## src/rtl/rr_sel_pkg.sv

```systemverilog
// Shared definitions for the rr_sel_arb round-robin arbiter slice.
//   state_t : arbiter FSM states (IDLE, GRANT, GAP)
//   NUM_CH  : number of request channels
//   IDX_W   : width of a channel index
//   CNT_W   : width of the grant-length counter
package rr_sel_pkg;

  typedef enum logic [1:0] {
    IDLE,
    GRANT,
    GAP
  } state_t;

  localparam int unsigned NUM_CH = 4;
  localparam int unsigned IDX_W  = 2;
  localparam int unsigned CNT_W  = 8;

endpackage

```

## src/rtl/rr_pick.sv

```systemverilog
// Combinational round-robin picker.
//   req   : per-channel request vector
//   ptr   : highest-priority channel
//   found : at least one channel is requesting
//   idx   : first requesting channel in order ptr, ptr+1, ... (mod NUM_CH)
module rr_pick
  import rr_sel_pkg::*;
(
  input  logic [NUM_CH-1:0] req,
  input  logic [IDX_W-1:0]  ptr,
  output logic              found,
  output logic [IDX_W-1:0]  idx
);

  logic [NUM_CH-1:0] rot;
  logic [IDX_W-1:0]  k;

  always_comb begin
    rot   = '0;
    k     = '0;
    found = 1'b0;
    // Rotate so that bit 0 of rot is channel ptr.
    for (int unsigned i = 0; i < NUM_CH; i++) begin
      rot[i] = req[ptr + IDX_W'(i)];
    end
    // Fixed-priority encode, lowest rotated position wins.
    for (int unsigned i = 0; i < NUM_CH; i++) begin
      if (!found && rot[i]) begin
        found = 1'b1;
        k     = IDX_W'(i);
      end
    end
    // Rotate the winner back into absolute channel numbering.
    idx = ptr + k;
  end

endmodule

```

## src/rtl/rr_sel_arb.sv

```systemverilog
// Four-channel round-robin arbiter feeding a 2-to-4 enable decoder.
//   clk     : clock, rising edge
//   rst_n   : asynchronous active-low reset
//   req     : level-sensitive per-channel requests
//   done    : grantee releases its grant (sampled only in GRANT)
//   sel0/1  : registered granted channel index (decoder in0/in1)
//   en      : registered grant valid (decoder en)
//   timeout : one-cycle pulse in GAP when the hold limit alone ended the grant
// Grants last 1..HOLD_MAX cycles and are followed by one GAP cycle and one
// IDLE cycle, so en is low for at least two cycles between grants.
module rr_sel_arb
  import rr_sel_pkg::*;
#(
  parameter int unsigned HOLD_MAX = 4
) (
  input  logic              clk,
  input  logic              rst_n,
  input  logic [NUM_CH-1:0] req,
  input  logic              done,
  output logic              sel0,
  output logic              sel1,
  output logic              en,
  output logic              timeout
);

  state_t           state;
  logic [IDX_W-1:0] ptr;
  logic [IDX_W-1:0] sel_r;
  logic [CNT_W-1:0] cnt;
  logic             en_r;
  logic             timeout_r;

  logic             pick_found;
  logic [IDX_W-1:0] pick_idx;

  logic             at_limit;
  logic             req_live;
  logic             rel;
  logic             limit_only;

  rr_pick u_pick (
    .req   (req),
    .ptr   (ptr),
    .found (pick_found),
    .idx   (pick_idx)
  );

  always_comb begin
    at_limit   = (cnt == CNT_W'(HOLD_MAX));
    req_live   = req[sel_r];
    rel        = done || !req_live || at_limit;
    // A release is a timeout only if nothing else also asked for it.
    limit_only = at_limit && !done && req_live;
  end

  always_ff @(posedge clk or negedge rst_n) begin
    if (!rst_n) begin
      state     <= IDLE;
      ptr       <= '0;
      cnt       <= '0;
      sel_r     <= '0;
      en_r      <= 1'b0;
      timeout_r <= 1'b0;
    end else begin
      case (state)
        IDLE: begin
          timeout_r <= 1'b0;
          if (pick_found) begin
            sel_r <= pick_idx;
            cnt   <= CNT_W'(1);
            en_r  <= 1'b1;
            state <= GRANT;
          end
        end
        GRANT: begin
          if (rel) begin
            ptr       <= sel_r + IDX_W'(1);
            en_r      <= 1'b0;
            timeout_r <= limit_only;
            state     <= GAP;
          end else begin
            cnt <= cnt + CNT_W'(1);
          end
        end
        GAP: begin
          timeout_r <= 1'b0;
          state     <= IDLE;
        end
        default: begin
          en_r      <= 1'b0;
          timeout_r <= 1'b0;
          state     <= IDLE;
        end
      endcase
    end
  end

  assign sel0    = sel_r[0];
  assign sel1    = sel_r[1];
  assign en      = en_r;
  assign timeout = timeout_r;

endmodule

```

## config.mk

```make
export PLATFORM = sky130hd
export DESIGN_NAME = rr_sel_arb
export DESIGN_NICKNAME = d
export VERILOG_FILES = /design/src/rtl/rr_sel_pkg.sv /design/src/rtl/rr_pick.sv /design/src/rtl/rr_sel_arb.sv
export SDC_FILE = /design/constraint.sdc
export NUM_CORES = 1
export LEC_CHECK = 0
export CORE_AREA = 2 2 55 63
export CTS_BUF_LIST = sky130_fd_sc_hd__clkbuf_4 sky130_fd_sc_hd__clkbuf_8
export CTS_CLUSTER_SIZE = 40
export DETAILED_ROUTE_END_ITERATION = 8
export DIE_AREA = 0 0 57 65
export SLEW_MARGIN = 20
export SYNTH_ARGS = -nofsm -noshare
export SYNTH_HDL_FRONTEND = slang
export SYNTH_SLANG_ARGS = --single-unit
```

## constraint.sdc

```tcl
create_clock -name clk -period 2.1 [get_ports clk]
set_input_delay 0.42 -clock clk [delete_from_list [all_inputs] [get_ports clk]]
set_output_delay 0.42 -clock clk [all_outputs]
set_load 0.05 [all_outputs]
```

==> summary.md, run 1 <==
| Metric | Value |
|---|---|
| DR pass1 iterations | `2` |
| FF+latch count, synth | `16` |
| Power share of the combinational group | `0.539` |
| CP max stage cell | `dfrtp_2` |
| Syn_area_per_cell | `between 10 and 15 um^2` |
| Clock Tree Buf Depth | `2` |
| Worst path max stage delay | `0.46 ns` |
| Core area | `0.00314 mm^2` |
| Worst Setup Slack, final | `between 0.07 and 0.08 ns` |
| Diode count | `0` |
| DR vias | `about 900` |
| Die span in x | `57 um` |
| Unrepaired setup endpoints after global routing | `no` |
| Worst-skew pair later-pin latency | `0.29 ns` |
| Synth Instances | `100` |
| TritonCTS clock tree | `done` |
| P per Cell Area | `about 1200 mW/mm^2` |
| HP Class | `input port to asynchronous set/reset pin` |
| Largest net degree at the start of global routing | `17` |
| Fmax | `0.495 GHz` |
| Final #Nets | `140` |
| Pleak | `between 0.5 and 0.6 nW` |
| FP Rows | `22` |
| Min Tclk post-route | `2.02 ns` |
| Detail Placement HPWL | `1.67 mm` |
| I/O Buffers | `10` |
| Worst Clk Skew | `0.00114 ns` |
| Synth Cell Area | `roughly 0.0010 mm^2` |
| Slew headroom | `0.669` |
| Pre-CTS setup slack | `-0.464 ns` |
| Most instantiated cells after synthesis | `dfrtp_1 (16), nand2_1 (9), inv_1 (5)` |
| Remaining DRCs | `0` |
| Post-route ant nets | `0` |
| Max VDD drop | `493 uV` |
| Final hold violation count | `0` |
| Slew Limit Fails | `0` |
| Reg clk slew, reported paths | `approximately 0.1 ns` |
| Synth Flop Type | `dfrtp_1` |
| Fillers | `around 320` |
| Status | `finished, final reports clean` |
| Post-synth cell types | `46` |
| Hold slack | `between 0.4 and 0.5 ns` |
| Net switching power | `about 650 uW` |
| Ys Warns | `0` |
| Arrival @ worst endpoint | `2.20 ns` |
| Clock Sinks | `16` |
| I/O pins | `11` |
| Max_cap viols | `0` |
| Total die area | `0.00371 mm^2` |
| Vias per std cell | `around 5.5` |
| Clock power frac | `0.132` |
| Worst EP required | `~2.3 ns` |
| Worst path cell trace | `or3_2, o211ai_1, o21a_1, ha_2, xor2_2, a211oi_1, or3b_1` |
| Final setup viols | `0` |
| Grt total ovfl | `0` |
| Starting Density | `0.331` |
| Reg2reg start | `ptr[1]` |
| Clk root buf | `clkbuf_4` |
| Synth area leader | `dfrtp_1` |
| Async set-reset flop share out of synthesis | `1.00` |
| Power Total | `1.58 mW` |
| Post-Syn Nets | `110` |
| Final instance area | `0.00134 mm^2` |
| TNS Setup | `0 ns` |
| H-tree lvl count | `1` |
| Total Routing Usage GR | `0.125` |
| Vias in the first global route | `873` |
| Number of CTS-inserted buffers | `3` |
| Switching share of power | `0.408` |
| Sequential power share | `0.329` |
| Cell Int Power | `935 uW` |
| DRT Wirelength | `2.23 mm` |
| CTS Hold Buffers Added | `0` |
| Global placer's final weighted congestion | `approximately 0.8` |
| DR WL/cell | `13.5 um` |
| Area grow syn2layout | `29.1%` |
| Area post-placement | `0.00127 mm^2` |
| EDFF count, synth | `0` |
| WP buf/inv | `0` |
| Sequential area share after synthesis | `0.386` |
| Crit path launch | `ptr[1]` |
| Final period utilization | `0.962` |
| Leading cell type by number of instances after synthesis | `dfrtp_1` |
| Initial antenna violation count | `0` |
| DRT iter0 DRCs | `25` |
| Top cells by area, synth | `dfrtp_1 (39%), ha_1 (3.6%), nand2_1 (3.3%)` |
| CP delay by family, top | `simple AND/OR/NAND/NOR gates` |
| CP Capture Type | `flip-flop` |
| Worst Setup Start Kind | `flip-flop` |
| Die height | `65 um` |
| Share of the synthesized area in the top cell type | `0.386` |
| Share of layout cells above drive strength 1 | `0.295` |
| Worst-margin pin slew | `0.495 ns` |
| Critical path type | `flip-flop to flip-flop` |
| Global-route wire length before repair | `3.67 mm` |
| Worst Path Max Fanout | `6` |
| Reg2Reg Setup Slack | `0.08 ns` |
==> cell usage in the layout (no fill, tap or decap), types with 4 or more instances in the layout <==
| cell | instances |
|---|---|
| buf_4 | 19 |
| dfrtp_1 | 15 |
| nand2_1 | 9 |
| clkdlybuf4s50_1 | 8 |
| inv_1 | 5 |
| o211ai_1 | 4 |
| nand4_1 | 4 |
| o31ai_1 | 4 |
| nor2_1 | 4 |
==> registers in the layout (all words and copies together), names as in the netlist <==
name / count
timeout: 1
state: 2
ptr: 2
cnt: 8
sel_r: 2
en: 1
==> per-stage QoR <==
stage          std cells   util
3_5_place_dp         157  0.404
5_1_grt              165  0.427
2_1_floorplan        100      -
6_report             165  0.427
4_1_cts              161  0.418
3_3_place_gp         157  0.404
==> layer usage <==
metal,vias up,GRT usage,share of wire
li1,438,-,-
met1,439,0.136,0.42
met2,17,0.233,0.53
met3,7,0.0240,0.033
met4,0,0.0552,0.018
met5,-,0,0
==> logic make-up after synthesis <==
group,after synthesis,synth area share
simple gates,41,0.274
compound gates,22,0.162
flops,16,0.386
buf+inv,10,0.0531
mux,6,0.0724
fa+ha+maj,3,0.0362
xor+xnor,2,0.0169
==> repair_timing <==
| action | in CTS | in global routing |
|---|---|---|
| setup buffers | 0 | 4 |
| endpoints found under the setup margin | 1 | 1 |
| pin swaps | 1 | 0 |
| resized for setup | 5 | 0 |
==> worst reg2reg max path: stages (launching register included) <==
cell	delay, ns
dfrtp_2	0.46
or3_2	0.42
o211ai_1	0.10
o21a_1	0.15
ha_2	0.18
xor2_2	0.17
a211oi_1	0.05
or3b_1	0.37
==> worst paths after layout <==
kind                            endpoint  depth (start not counted)
worst min-delay path            sel_r[1]                          2
worst max-delay path            sel_r[1]                          7
max in group asynchronous         ptr[1]                          2
min in group clk                      en                          1
worst min register to register        en                          1
worst max register to register  sel_r[1]                          7
==> final cells by class <==
class	count	area (um^2)	area share
Sequential cell	16	402	0.300
Inverter	5	18.8	0.0140
Multi-Input combinational cell	74	592	0.442
Timing Repair Buffer	30	245	0.183
Tap cell	36	45.0	0.0336
Clock buffer	4	36.3	0.0271
==> power groups by stage <==
stage / combinational (mW) / clock, mW / sequential (mW)
final: 0.852 / 0.209 / 0.519
after detailed placement: 0.777 / 0 / 0.536
after global placement: 0.763 / 0 / 0.527
after floorplan: 0.463 / 0 / 0.577
after global routing: 0.939 / 0.226 / 0.538
after CTS: 0.791 / 0.213 / 0.537
Note: power is estimated with default switching activity, not from simulation.
==> run 2: changes to the inputs <==
==> constraint.sdc (replaced) <==
create_clock -name clk -period 2.55 [get_ports clk]
set_input_delay 0.255 -clock clk [delete_from_list [all_inputs] [get_ports clk]]
set_output_delay 0.255 -clock clk [all_outputs]
set_load 0.05 [all_outputs]
==> summary.md, run 2 (synthesis gave the netlist of run 1 again) <==
| Metric | Value |
|---|---|
| Status | `finished, final reports clean` |
| Share of layout cells above drive strength 1 | `0.153` |
| I/O Buffers | `10` |
| Slew Limit Fails | `0` |
| Commonest cells after routing, fill and taps aside | `dfrtp_1 (16), clkdlybuf4s50_1 (10), nand2_1 (9)` |
| Critical path type | `input port to flip-flop` |
| Clk root buf | `clkbuf_4` |
| Number of CTS-inserted buffers | `3` |
| Min Tclk post-route | `2.14 ns` |
| Total die area | `0.00371 mm^2` |
| Final hold violation count | `0` |
| Die span in x | `57 um` |
| Fmax | `0.467 GHz` |
| Largest net degree at the start of global routing | `17` |
| Diode count | `0` |
| Clock Tree Buf Depth | `2` |
| Final period utilization | `0.840` |
| Worst path max stage delay | `0.53 ns` |
| DRT Wirelength | `2.09 mm` |
| Detail Placement HPWL | `1.53 mm` |
| TNS Setup | `0 ns` |
| Initial antenna violation count | `0` |
| Pleak | `0.495 nW` |
| Vias in the first global route | `766` |
| Global-route wire length before repair | `3.58 mm` |
| Worst Setup Start Kind | `input port` |
| Slew headroom | `0.504` |
| P per Cell Area | `roughly 950 mW/mm^2` |
| Worst Clk Skew | `about 0.0020 ns` |
| Postcts setup bufs | `0` |
| Worst EP required | `2.72 ns` |
| Largest Register | `cnt` |
| I/O pins | `11` |
| Vias per std cell | `5.41` |
| Core area | `0.00314 mm^2` |
| DRT iter0 DRCs | `23` |
| Post-route ant nets | `0` |
| Grt total ovfl | `0` |
| Remaining DRCs | `0` |
| Most common cell after layout, fill and taps aside | `dfrtp_1` |
| CP delay by family, top | `simple AND/OR/NAND/NOR gates` |
| WP buf/inv | `2` |
| Unrepaired setup endpoints after global routing | `no` |
| FP Rows | `22` |
| Final core utilization | `0.382` |
| Clock Sinks | `16` |
| CP max stage cell | `clkdlybuf4s50_1` |
| Max VDD drop | `458 uV` |
| Fillers | `~320` |
| DR pass1 iterations | `6` |
| TritonCTS clock tree | `done` |
| Max_cap viols | `0` |
| Die height | `65 um` |
| HP Class | `input port to asynchronous set/reset pin` |
| Area grow syn2layout | `15.4%` |
| Global placer's final weighted congestion | `0.809` |
| Worst-skew pair later-pin latency | `0.28 ns` |
| Total Routing Usage GR | `0.123` |
| H-tree lvl count | `1` |
| DR vias | `795` |
| Worst Path Max Fanout | `5` |
| CTS Hold Buffers Added | `0` |
| Starting Density | `0.331` |
| Hold slack | `0.404 ns` |
| Reg clk slew, reported paths | `0.10 ns` |
| Final setup viols | `0` |
| Final #Nets | `122` |
| Arrival @ worst endpoint | `2.31 ns` |
| Max reg flops | `8` |
| PostCTS Resize Cnt | `0` |
| DR WL/cell | `between 10 and 15 um` |
| Worst path cell trace | `clkdlybuf4s50_1, inv_1, or3_2, o211ai_1, o21a_1, ha_1, xor2_1, a211oi_1, or3b_1` |
| CP Capture Type | `flip-flop` |
| Worst-margin pin slew | `0.742 ns` |
-- run 2: stage by stage --
stage	cells	total power, mW	setup WS (ns)	area [um^2]
floorplan	100	0.856	0.543	1040
global placement	143	0.973	0.148	1160
CTS	147	1.15	0.405	1200
finish	147	1.14	0.408	1200
detailed placement	143	0.981	0.0689	1160
global route	147	1.24	0.316	1200
-- run 2: where the power goes --
group,total (mW),internal (mW),switching (mW)
logic,0.538,0.235,0.304
registers,0.430,0.327,0.103
clock network,0.168,0.0868,0.0812
total,1.14,0.648,0.488
-- run 2: worst paths after layout --
check                            start  endpoint  slack, ns  cells after the start
worst max-delay path            req[2]  sel_r[1]       0.41                      9
worst min-delay path             rst_n   timeout       0.40                      1
worst max register to register  ptr[1]  sel_r[1]       0.48                      7
worst min register to register      en        en       0.50                      1
max in group asynchronous        rst_n    cnt[3]       1.69                      1
min in group clk                    en        en       0.50                      1
-- run 2: layer usage --
metal	up-vias	wire length [um]	share of wire	global-route usage
li1	397	-	-	-
met1	388	994	0.48	0.161
met2	8	1040	0.50	0.204
met3	2	33	0.016	0.0180
met4	0	17	0.0081	0.0436
met5	-	0	0	0
-- run 2: area by class of cell --
cell class | instances | area, um^2 | share of cell area
clock buffers | 4 | 36.3 | 0.0303
inverters | 5 | 18.8 | 0.0157
multi-input cells | 74 | 582 | 0.486
flip-flops and latches | 16 | 400 | 0.334
well taps | 36 | 45.0 | 0.0376
repair buffers | 12 | 115 | 0.0961
==> run 3: changes to the inputs <==
- clock period: 2.55 -> 2 ns (I/O delays scaled with it)
==> summary.md, run 3 (synthesis gave the netlist of run 1 again) <==
| Metric | Value |
|---|---|
| Status | `finished, final reports clean` |
| Worst path max stage delay | `approximately 0.45 ns` |
| Slew headroom | `0.499` |
| Clk root buf | `clkbuf_4` |
| Clock Sinks | `16` |
| I/O pins | `11` |
| Critical path type | `flip-flop to flip-flop` |
| DR pass1 iterations | `4` |
| Total die area | `around 0.0037 mm^2` |
| Final setup viols | `0` |
| Initial antenna violation count | `0` |
| Post-route ant nets | `0` |
| Largest Register | `cnt` |
| Vias per std cell | `5.55` |
| FP Rows | `22` |
| Grt total ovfl | `0` |
| Die height | `65 um` |
| Area post-placement | `between 0.001 and 0.0015 mm^2` |
| Layout Cells excl Fill | `162` |
| Worst Path Max Fanout | `4` |
| CP Capture Type | `flip-flop` |
| DR vias | `roughly 900` |
| Max reg flops | `8` |
| H-tree lvl count | `1` |
| Final period utilization | `0.979` |
| Routed length on met3 | `between 50 and 60 um` |
| Crit path launch | `ptr[1]` |
| Core area | `0.00314 mm^2` |
| Fmax | `0.511 GHz` |
| Global-route wire length before repair | `3.75 mm` |
| Remaining DRCs | `0` |
| DR top layer | `met4` |
| Largest net degree at the start of global routing | `17` |
| Reg clk slew, reported paths | `0.10 ns` |
| TritonCTS clock tree | `done` |
| Final instance area | `roughly 0.0013 mm^2` |
| Worst EP required | `2.17 ns` |
| Worst Setup Slack, final | `0.0418 ns` |
| Met2 wire length | `1.26 mm` |
| Pleak | `between 0.5 and 0.6 nW` |
| Area grow syn2layout | `28.8%` |
| Starting Density | `0.331` |
| M1 wire length | `998 um` |
| Min Tclk post-route | `1.96 ns` |
| Number of CTS-inserted buffers | `3` |
| Max_cap viols | `0` |
| Reg2reg start | `ptr[1]` |
| CP max stage cell | `dfrtp_2` |
| DRT iter0 DRCs | `11` |
| Arrival @ worst endpoint | `2.13 ns` |
| Max VDD drop | `about 590 uV` |
| I/O Buffers | `10` |
| Worst Setup Start Kind | `flip-flop` |
| Final #Nets | `137` |
| Global placer's final weighted congestion | `0.783` |
| Most common cell after layout, fill and taps aside | `buf_4` |
| Detail Placement HPWL | `1.72 mm` |
| Worst path cell trace | `or2b_1, a2bb2oi_2, o211ai_1, o21a_1, ha_2, xor2_2, a211oi_2, or3b_1` |
| Pre-CTS setup slack | `-0.408 ns` |
| P per Cell Area | `1260 mW/mm^2` |
| DR WL/cell | `14.4 um` |
| Commonest cells after routing, fill and taps aside | `buf_4 (17), dfrtp_1 (15), clkdlybuf4s50_1 (10)` |
| Diode count | `0` |
| Worst-margin pin slew | `0.750 ns` |
| Clock Tree Buf Depth | `2` |
| Slew Limit Fails | `0` |
| Total Routing Usage GR | `0.127` |
| Area taken by multi-input logic gates | `approximately 610 um^2` |
| Worst R2R Path Depth | `8` |
| CTS Hold Buffers Added | `0` |
| FF+latch area | `between 400 and 500 um^2` |
| DRT Wirelength | `approximately 2.3 mm` |
| Fillers | `326` |
| Placed insts | `157` |
| Unrepaired setup endpoints after global routing | `yes` |
| TNS Setup | `0 ns` |
| Share of layout cells above drive strength 1 | `0.302` |
| Vias in the first global route | `869` |
| HP Class | `input port to asynchronous set/reset pin` |
| Worst-skew pair later-pin latency | `0.29 ns` |
| Die span in x | `57 um` |
| Final hold violation count | `0` |
| Worst Clk Skew | `0.00143 ns` |
## run 3: final timing paths
| kind | end | slack [ns] |
|---|---|---|
| worst max register to register | sel_r[1] | 0.04 |
| min in group clk | en | 0.49 |
| worst min-delay path | cnt[2] | 0.34 |
| max in group asynchronous | ptr[1] | 1.14 |
| worst max-delay path | sel_r[1] | 0.04 |
| worst min register to register | en | 0.49 |
## run 3: through the flow
stage               power, mW  hold WS (ns)   util
floorplan                1.10       -0.0956      -
global placement         1.39         0.471  0.404
detailed placement       1.42         0.472  0.404
CTS                      1.69         0.372  0.424
global route             1.79         0.395  0.426
finish                   1.69         0.345  0.426
## run 3: what timing repair did
item                                    4_1_cts  5_1_grt
endpoints found under the setup margin        1        1
pin swaps                                     2        3
setup buffers                                 1        0
gates resized for setup                       5        2
## run 3: where the power goes
| part | leakage, nW | switching [mW] | total, mW | internal (mW) |
|---|---|---|---|---|
| clock network | 0.0210 | 0.110 | 0.220 | 0.111 |
| logic | 0.344 | 0.482 | 0.936 | 0.454 |
| registers | 0.203 | 0.111 | 0.530 | 0.419 |
| total | 0.568 | 0.702 | 1.69 | 0.984 |
## run 3: layer usage
| metal | up-vias | global-route usage |
|---|---|---|
| met2 | 16 | 0.240 |
| met4 | 0 | 0.0436 |
| met3 | 4 | 0.0259 |
| li1 | 426 | - |
| met1 | 453 | 0.139 |
| met5 | - | 0 |
## run 3: worst max-delay path: cells and delay by family (launching register included)
| family | cells | cell delay, ns |
|---|---|---|
| AO/OA/AOI/OAI | 4 | 0.39 |
| XOR/XNOR | 1 | 0.21 |
| adder cells (fa/ha/maj) | 1 | 0.18 |
| flip-flops | 1 | 0.45 |
| AND/OR/NAND/NOR | 2 | 0.60 |
## run 3: layout make-up
type / instances / area share
inverters: 5 / 0.0140
repair buffers: 27 / 0.170
well taps: 36 / 0.0337
multi-input cells: 74 / 0.454
clock buffers: 4 / 0.0272
flip-flops and latches: 16 / 0.301
